[src/rtl/dram_run_ctrl_if.sv]
// ---------------------------------------------------------------------------
// dram_run_ctrl_if
//   Bundles the controller's handshake and bus signals: the host load
//   stream, the dump output stream, the processor bus and the single DRAM
//   port.
//
//   master : the run controller (drives load_ready, dump_*, cpu_rst, dram_*)
//   slave  : the surroundings (host, sink, processor, DRAM)
//
//   load_valid/load_data/load_ready   host byte stream into LOAD
//   dump_valid/dump_data/dump_ready   output byte stream from DUMP
//   cpu_rst/cpu_pc/cpu_addr/cpu_wdata/cpu_we  processor control and bus
//   dram_addr/dram_wdata/dram_we/dram_rdata   DRAM port (read data is
//                                             valid one cycle after addr)
// ---------------------------------------------------------------------------
interface dram_run_ctrl_if #(
    parameter int ADDR_W = 16,
    parameter int DATA_W = 8
);
    logic              load_valid;
    logic [DATA_W-1:0] load_data;
    logic              load_ready;

    logic              dump_valid;
    logic [DATA_W-1:0] dump_data;
    logic              dump_ready;

    logic              cpu_rst;
    logic [7:0]        cpu_pc;
    logic [ADDR_W-1:0] cpu_addr;
    logic [DATA_W-1:0] cpu_wdata;
    logic              cpu_we;

    logic [ADDR_W-1:0] dram_addr;
    logic [DATA_W-1:0] dram_wdata;
    logic              dram_we;
    logic [DATA_W-1:0] dram_rdata;

    modport master (
        input  load_valid, load_data, dump_ready,
        input  cpu_pc, cpu_addr, cpu_wdata, cpu_we, dram_rdata,
        output load_ready, dump_valid, dump_data,
        output cpu_rst, dram_addr, dram_wdata, dram_we
    );

    modport slave (
        output load_valid, load_data, dump_ready,
        output cpu_pc, cpu_addr, cpu_wdata, cpu_we, dram_rdata,
        input  load_ready, dump_valid, dump_data,
        input  cpu_rst, dram_addr, dram_wdata, dram_we
    );
endinterface

[src/rtl/dram_run_ctrl.sv]
// ---------------------------------------------------------------------------
// dram_run_ctrl
//   Run sequencer owning the single DRAM port. A start pulse loads an image
//   from the host stream into DRAM[0..IMG_WORDS-1], releases the processor
//   until it reaches END_PC (or RUN_TMO cycles elapse), then streams
//   DRAM[OUT_BASE..OUT_BASE+OUT_WORDS-1] out. The processor is held in reset
//   outside RUN.
//
//   clk      system clock
//   rst      synchronous, active-high reset
//   start_i  begin a LOAD (honoured only in IDLE/DONE)
//   bus      handshake and bus bundle (see dram_run_ctrl_if)
//   busy_o   state is LOAD, RUN or DUMP
//   done_o   state is DONE
//   err_o    sticky RUN timeout flag, cleared by rst or an accepted start
// ---------------------------------------------------------------------------
module dram_run_ctrl #(
    parameter int          ADDR_W    = 16,
    parameter int          DATA_W    = 8,
    parameter int          IMG_WORDS = 65536,
    parameter int          OUT_BASE  = 1,
    parameter int          OUT_WORDS = 16384,
    parameter logic [7:0]  END_PC    = 8'd120,
    parameter logic [23:0] RUN_TMO   = 24'hFFFFFF
) (
    input  logic           clk,
    input  logic           rst,
    input  logic           start_i,
    dram_run_ctrl_if.master bus,
    output logic           busy_o,
    output logic           done_o,
    output logic           err_o
);
    // One spare bit so the counter can hold IMG_WORDS / OUT_WORDS == 2^ADDR_W
    // limits without wrapping.
    localparam int CNT_W = ADDR_W + 1;

    localparam logic [CNT_W-1:0]  IMG_LAST = CNT_W'(IMG_WORDS - 1);
    localparam logic [CNT_W-1:0]  OUT_LAST = CNT_W'(OUT_WORDS - 1);
    localparam logic [ADDR_W-1:0] OUT_BA   = ADDR_W'(OUT_BASE);
    localparam logic [23:0]       RUN_LAST = RUN_TMO - 24'd1;

    typedef enum logic [2:0] {
        S_IDLE,
        S_LOAD,
        S_RUN,
        S_DUMP_RD,
        S_DUMP_OUT,
        S_DONE
    } state_t;

    state_t            state_q, state_d;
    logic [CNT_W-1:0]  cnt_q, cnt_d;
    logic [23:0]       run_cnt_q, run_cnt_d;
    logic              cpu_rst_q, cpu_rst_d;
    logic              err_q, err_d;
    logic [DATA_W-1:0] hold_q, hold_d;
    // High for the first DUMP_OUT cycle, when dram_rdata carries the byte
    // addressed in DUMP_RD; afterwards the captured copy is presented.
    logic              first_q, first_d;
    logic [ADDR_W-1:0] dump_addr;

    // Address arithmetic wraps modulo 2^ADDR_W by truncation.
    assign dump_addr = OUT_BA + cnt_q[ADDR_W-1:0];

    always_comb begin
        // NOTE: every signal written here gets a default first, so no path
        // leaves one unassigned and no latch is inferred.
        state_d        = state_q;
        cnt_d          = cnt_q;
        run_cnt_d      = run_cnt_q;
        cpu_rst_d      = 1'b1;
        err_d          = err_q;
        hold_d         = hold_q;
        first_d        = 1'b0;
        bus.load_ready = 1'b0;
        bus.dump_valid = 1'b0;
        bus.dump_data  = hold_q;
        bus.dram_addr  = '0;
        bus.dram_wdata = '0;
        bus.dram_we    = 1'b0;

        unique case (state_q)
            S_IDLE, S_DONE: begin
                if (start_i) begin
                    state_d = S_LOAD;
                    cnt_d   = '0;
                    err_d   = 1'b0;
                end
            end

            S_LOAD: begin
                bus.load_ready = 1'b1;
                bus.dram_addr  = cnt_q[ADDR_W-1:0];
                if (bus.load_valid) begin
                    bus.dram_wdata = bus.load_data;
                    bus.dram_we    = 1'b1;
                    if (cnt_q == IMG_LAST) begin
                        state_d   = S_RUN;
                        cnt_d     = '0;
                        run_cnt_d = '0;
                    end else begin
                        cnt_d = cnt_q + CNT_W'(1);
                    end
                end
            end

            S_RUN: begin
                bus.dram_addr  = bus.cpu_addr;
                bus.dram_wdata = bus.cpu_wdata;
                bus.dram_we    = bus.cpu_we;
                if (bus.cpu_pc == END_PC) begin
                    state_d = S_DUMP_RD;
                    cnt_d   = '0;
                end else if (run_cnt_q == RUN_LAST) begin
                    state_d = S_DONE;
                    err_d   = 1'b1;
                end else begin
                    // cpu_rst_q is still high in the entry cycle and drops
                    // one cycle later.
                    run_cnt_d = run_cnt_q + 24'd1;
                    cpu_rst_d = 1'b0;
                end
            end

            S_DUMP_RD: begin
                bus.dram_addr = dump_addr;
                state_d       = S_DUMP_OUT;
                first_d       = 1'b1;
            end

            S_DUMP_OUT: begin
                // Keep the read address steady while waiting on the sink.
                bus.dram_addr  = dump_addr;
                bus.dump_valid = 1'b1;
                if (first_q) begin
                    bus.dump_data = bus.dram_rdata;
                    hold_d        = bus.dram_rdata;
                end
                if (bus.dump_ready) begin
                    cnt_d   = cnt_q + CNT_W'(1);
                    state_d = (cnt_q == OUT_LAST) ? S_DONE : S_DUMP_RD;
                end
            end

            default: state_d = S_IDLE;
        endcase
    end

    always_ff @(posedge clk) begin
        // NOTE: state registers use non-blocking assignments so all of them
        // update together from the values computed in this cycle.
        if (rst) begin
            state_q   <= S_IDLE;
            cnt_q     <= '0;
            run_cnt_q <= '0;
            cpu_rst_q <= 1'b1;
            err_q     <= 1'b0;
            hold_q    <= '0;
            first_q   <= 1'b0;
        end else begin
            state_q   <= state_d;
            cnt_q     <= cnt_d;
            run_cnt_q <= run_cnt_d;
            cpu_rst_q <= cpu_rst_d;
            err_q     <= err_d;
            hold_q    <= hold_d;
            first_q   <= first_d;
        end
    end

    assign bus.cpu_rst = cpu_rst_q;
    assign busy_o      = (state_q == S_LOAD) || (state_q == S_RUN) ||
                         (state_q == S_DUMP_RD) || (state_q == S_DUMP_OUT);
    assign done_o      = (state_q == S_DONE);
    assign err_o       = err_q;
endmodule

[src/flat_wrapper.sv]
// flat-port wrapper written by rule: the top's interface ports become plain ports
module dram_run_ctrl_flat 
#(
    parameter int          ADDR_W    = 16,
    parameter int          DATA_W    = 8,
    parameter int          IMG_WORDS = 65536,
    parameter int          OUT_BASE  = 1,
    parameter int          OUT_WORDS = 16384,
    parameter logic [7:0]  END_PC    = 8'd120,
    parameter logic [23:0] RUN_TMO   = 24'hFFFFFF
)
  (clk, rst, start_i, busy_o, done_o, err_o, bus_load_valid, bus_load_data, bus_dump_ready, bus_cpu_pc, bus_cpu_addr, bus_cpu_wdata, bus_cpu_we, bus_dram_rdata, bus_load_ready, bus_dump_valid, bus_dump_data, bus_cpu_rst, bus_dram_addr, bus_dram_wdata, bus_dram_we);
  dram_run_ctrl_if #(.ADDR_W(ADDR_W), .DATA_W(DATA_W)) bus_i ();
  input  logic clk;
  input  logic rst;
  input  logic start_i;
  output logic busy_o;
  output logic done_o;
  output logic err_o;
  input wire logic [$bits(bus_i.load_valid)-1:0] bus_load_valid;
  input wire logic [$bits(bus_i.load_data)-1:0] bus_load_data;
  input wire logic [$bits(bus_i.dump_ready)-1:0] bus_dump_ready;
  input wire logic [$bits(bus_i.cpu_pc)-1:0] bus_cpu_pc;
  input wire logic [$bits(bus_i.cpu_addr)-1:0] bus_cpu_addr;
  input wire logic [$bits(bus_i.cpu_wdata)-1:0] bus_cpu_wdata;
  input wire logic [$bits(bus_i.cpu_we)-1:0] bus_cpu_we;
  input wire logic [$bits(bus_i.dram_rdata)-1:0] bus_dram_rdata;
  output wire logic [$bits(bus_i.load_ready)-1:0] bus_load_ready;
  output wire logic [$bits(bus_i.dump_valid)-1:0] bus_dump_valid;
  output wire logic [$bits(bus_i.dump_data)-1:0] bus_dump_data;
  output wire logic [$bits(bus_i.cpu_rst)-1:0] bus_cpu_rst;
  output wire logic [$bits(bus_i.dram_addr)-1:0] bus_dram_addr;
  output wire logic [$bits(bus_i.dram_wdata)-1:0] bus_dram_wdata;
  output wire logic [$bits(bus_i.dram_we)-1:0] bus_dram_we;
  assign bus_i.load_valid = bus_load_valid;
  assign bus_i.load_data = bus_load_data;
  assign bus_i.dump_ready = bus_dump_ready;
  assign bus_i.cpu_pc = bus_cpu_pc;
  assign bus_i.cpu_addr = bus_cpu_addr;
  assign bus_i.cpu_wdata = bus_cpu_wdata;
  assign bus_i.cpu_we = bus_cpu_we;
  assign bus_i.dram_rdata = bus_dram_rdata;
  assign bus_load_ready = bus_i.load_ready;
  assign bus_dump_valid = bus_i.dump_valid;
  assign bus_dump_data = bus_i.dump_data;
  assign bus_cpu_rst = bus_i.cpu_rst;
  assign bus_dram_addr = bus_i.dram_addr;
  assign bus_dram_wdata = bus_i.dram_wdata;
  assign bus_dram_we = bus_i.dram_we;
  dram_run_ctrl #(.ADDR_W(ADDR_W), .DATA_W(DATA_W), .IMG_WORDS(IMG_WORDS), .OUT_BASE(OUT_BASE), .OUT_WORDS(OUT_WORDS), .END_PC(END_PC), .RUN_TMO(RUN_TMO)) u_core (.clk(clk), .rst(rst), .start_i(start_i), .bus(bus_i), .busy_o(busy_o), .done_o(done_o), .err_o(err_o));
endmodule
[config.mk]
export PLATFORM = sky130hd
export DESIGN_NAME = dram_run_ctrl_flat
export DESIGN_NICKNAME = d
export VERILOG_FILES = /design/src/rtl/dram_run_ctrl_if.sv /design/src/rtl/dram_run_ctrl.sv /design/src/flat_wrapper.sv
export SDC_FILE = /design/constraint.sdc
export NUM_CORES = 1
export LEC_CHECK = 0
export CELL_PAD_IN_SITES_DETAIL_PLACEMENT = 1
export CELL_PAD_IN_SITES_GLOBAL_PLACEMENT = 1
export CORE_UTILIZATION = 40
export DETAILED_ROUTE_END_ITERATION = 12
export GPL_TIMING_DRIVEN = 1
export PLACE_DENSITY = 0.91
export SYNTH_ARGS = -nofsm -noshare
export SYNTH_HDL_FRONTEND = slang
export SYNTH_SLANG_ARGS = --single-unit
export TNS_END_PERCENT = 20
[constraint.sdc]
create_clock -name clk -period 4.58 [get_ports clk]
set_input_delay 1.374 -clock clk [delete_from_list [all_inputs] [get_ports clk]]
set_output_delay 1.374 -clock clk [all_outputs]
set_load 0.01 [all_outputs]
==> summary.md <==
| Metric | Value |
|---|---|
| Met2 GRT Util | 46.73% |
| Total CTS buffers | 5 |
| Pleak | 1.648 nW |
| Asr flop ratio synth | 0% |
| Final hold vios | 0 |
| Placed insts | 679 |
| Fin crit share | 97.07% |
| Starting DRT DRC Count | 184 |
| Final Skew | 0.01501 ns |
| Cell family with most CP delay | buffers and inverters |
| CP required | 3.21 ns |
| Placed cell area | 4820 um2 |
| Largest net degree at the start of global routing | 35 |
| First-pass GRT wire length | 21180 um |
| Actual slew at the worst max-slew pin | 1.235 ns |
| Clk sink count | 55 |
| Vias per cell | 6.197 |
| Boundary Pins | 93 |
| GR Util All Layers | 26.08% |
| Setup CP Type | in -> out |
| GR Util met3 | 3.273% |
| Initial Utilization | 41.50% |
| Max-slew headroom | 17.64% |
| Area of the multi-input gates | 2517 um2 |
| Worst VDD drop | 0.2350 mV |
| IO buf count | 92 |
| Worst hold path class | reg -> reg |
| CP bufs+invs | 3 |
| H-tree depth reported by CTS | 2 |
| Slowest cell on crit path | clkdlybuf4s50_1 |
| Setup-failing EPs final | 0 |
| Min Tclk post-route | 4.446 ns |
| Vias in the first global route | 4246 |
| Sequential area share after synthesis | 28.44% |
| Power density over the cells | 339.4 nW/um2 |
| Fraction of layout cells with a size suffix above 1 | 9.857% |
| Max Root-Sink Buffers | 2 |
| Area contributors post-synth | dfxtp_1 (28%), a21oi_1 (4.8%), nand2_1 (4.0%) |
| Synth Instances | 487 |
| Post-layout instance area | 4932 um2 |
| Worst setup EP type | primary output |
| Yosys cell types | 77 |
| Worst Path Arrival | 3.07 ns |
| Max Fclk | 0.2249 GHz |
| Remaining DRCs | 0 |
| P&R area growth vs syn | 27.41% |
| Detailed-route via count | 4257 |
| Post-Layout Cell Count | 687 |
| Fillcell total | 1139 |
| GP Congestion | 0.8583 |
| Global route overflow | 0 |
| Crit-path max FO | 10 |
| Ys flop type | dfxtp_1 |
| Register Area | 1102 um2 |
| Core Area | 9328 um2 |
| GRT Max-Usage Layer | met2 |
| Slowest stage delay, CP | 0.53 ns |
| Post-synth EDFFs | 0 |
| Final ANT Viol Nets | 0 |
| Post-Syn Nets | 546 |
| Clock transition at path regs | 0.12 ns |
| Status | finished clean |
| Die outline area | 10080 um2 |
| Syn avg cell area | 7.949 um2 |
| CP Launch Type | primary input |
| Final max-slew violation count | 0 |
| Mapped cell area | 3871 um2 |
| RSZ-0062 raised after global routing | false |
| Total wire length | 13030 um |
| Yosys Warn Count | 0 |
| CTS tree | yes |
| Wire length per cell | 18.96 um |
| Num rows | 35 |
| Synth area leader | dfxtp_1 |
| #FFs+latches synth | 55 |
| Antenna violations before repair | 0 |
| Setup TNS | 0 ns |
| Chip Width | 100.4 um |
| Most used cell, CP | clkdlybuf4s50_1 |
| Max cap viols | 0 |
| Root buffer cell | clkbuf_8 |
| First-pass DRT Iterations | 4 |
| Area share of the largest cell type after synthesis | 28.44% |
| Clk_lat worst skew | 0.32 ns |
| Post-CTS Hold Buffers | 0 |
| N_diodes | 0 |
| Die Ht | 100.4 um |
| Post-detail-place hpwl | 9331 um |
| Final nets | 616 |
| GR Util met1 | 33.39% |
| CP cell instances | clkdlybuf4s50_1 -> nor4bb_4 -> buf_4 -> a22o_1 -> clkdlybuf4s50_1 |
-- cell usage after synthesis, drive strengths merged (4+ instances only) --
cell type,number
nand2b,4
nor4,4
a211oi,4
a21oi,37
nand2,42
nor3,14
o311ai,10
and2,15
buf,17
o31ai,7
or4,17
ha,5
mux2i,6
clkbuf,22
a22o,10
a31oi,5
or3,8
inv,17
and3,6
or2,5
a311oi,4
nor2,34
o22ai,5
o211ai,4
dfxtp,55
mux2,13
nand3,22
nand4,14
a21o,5
o21ai,29
a22oi,4
-- registers in the layout, summed over array words and instances, names as in the netlist --
register            count
u_core.run_cnt_q       24
u_core.cnt_q           17
u_core.hold_q           8
u_core.state_q          3
u_core.bus.cpu_rst      1
u_core.err_o            1
u_core.first_q          1
-- metrics by stage --
stage	setup slack, ns	total power, W	util [%]	hold slack [ns]
2_1_floorplan	1.131	0.001088	-	0.4531
3_3_place_gp	0.1165	0.001336	51.67	0.4730
3_5_place_dp	0.04411	0.001369	51.67	0.4948
4_1_cts	0.04411	0.001662	52.65	0.5130
5_1_grt	0.03002	0.001764	52.88	0.5313
6_report	0.1340	0.001674	52.88	0.5104
-- cells by family (layout without fill, tap and decap cells) --
group | count (synthesis) | after routing | share of synthesized area, %
buffers and inverters | 56 | 127 | 7.207
XOR/XNOR | 4 | 4 | 0.9051
multiplexers | 19 | 19 | 5.333
adder cells (fa/ha/maj) | 5 | 5 | 1.616
flip-flops | 55 | 55 | 28.44
AND/OR/NAND/NOR | 198 | 198 | 28.93
AO/OA/AOI/OAI | 150 | 150 | 27.57
-- cell type report --
| class | instances | share of cell area, % |
|---|---|---|
| clock buffers | 5 | 1.395 |
| clock inverters | 3 | 0.4566 |
| inverters | 17 | 1.294 |
| multi-input cells | 376 | 51.04 |
| flip-flops and latches | 55 | 22.35 |
| well taps | 129 | 3.272 |
| repair buffers | 102 | 20.19 |
-- tightest hold or removal path: stages, from the launching register on --
cell and delay [ns]:
dfxtp_1 0.35, o31ai_1 0.07, a21oi_1 0.05
-- where the power goes --
group	switching, W	internal (W)	leakage (nW)
Combinational	0.000480	0.000357	1.15
Sequential	0.0000397	0.000501	0.444
Clock	0.000186	0.000111	0.0485
Total	0.000705	0.000969	1.65
-- repair_timing --
item | 4_1_cts | 5_1_grt
endpoints found under the setup margin | 0 | 6
buffers inserted | 0 | 0
gates resized for setup | 0 | 4
-- final timing paths --
| kind | start | endpoint | slack (ns) | cells past startpoint |
|---|---|---|---|---|
| worst min register to register | u_core.run_cnt_q[12]$_SDFFE_PP0P_ | u_core.run_cnt_q[12]$_SDFFE_PP0P_ | 0.51 | 2 |
| worst min-delay path | u_core.run_cnt_q[12]$_SDFFE_PP0P_ | u_core.run_cnt_q[12]$_SDFFE_PP0P_ | 0.51 | 2 |
| worst max-delay path | bus_load_valid | bus_dram_wdata[3] | 0.13 | 5 |
| worst max register to register | u_core.cnt_q[1]$_SDFFE_PP0P_ | u_core.run_cnt_q[13]$_SDFFE_PP0P_ | 1.22 | 9 |
-- layer usage --
metal	vias to the layer above	share of wire [%]
li1	1987	-
met1	2128	44
met2	126	51
met3	16	4.6
met4	0	1.1
met5	-	0
-- placed cells by master, fill, tap and decap left out, drive strengths merged, types with 14 or more instances in the layout --
cell type | Yosys | routed
clkdlybuf4s50 | 0 | 92
dfxtp | 55 | 55
nand2 | 42 | 42
a21oi | 37 | 37
nor2 | 34 | 34
o21ai | 29 | 29
nand3 | 22 | 22
inv | 17 | 18
or4 | 17 | 17
and2 | 15 | 15
nand4 | 14 | 14
nor3 | 14 | 14
(Power assumes the default switching activity.)
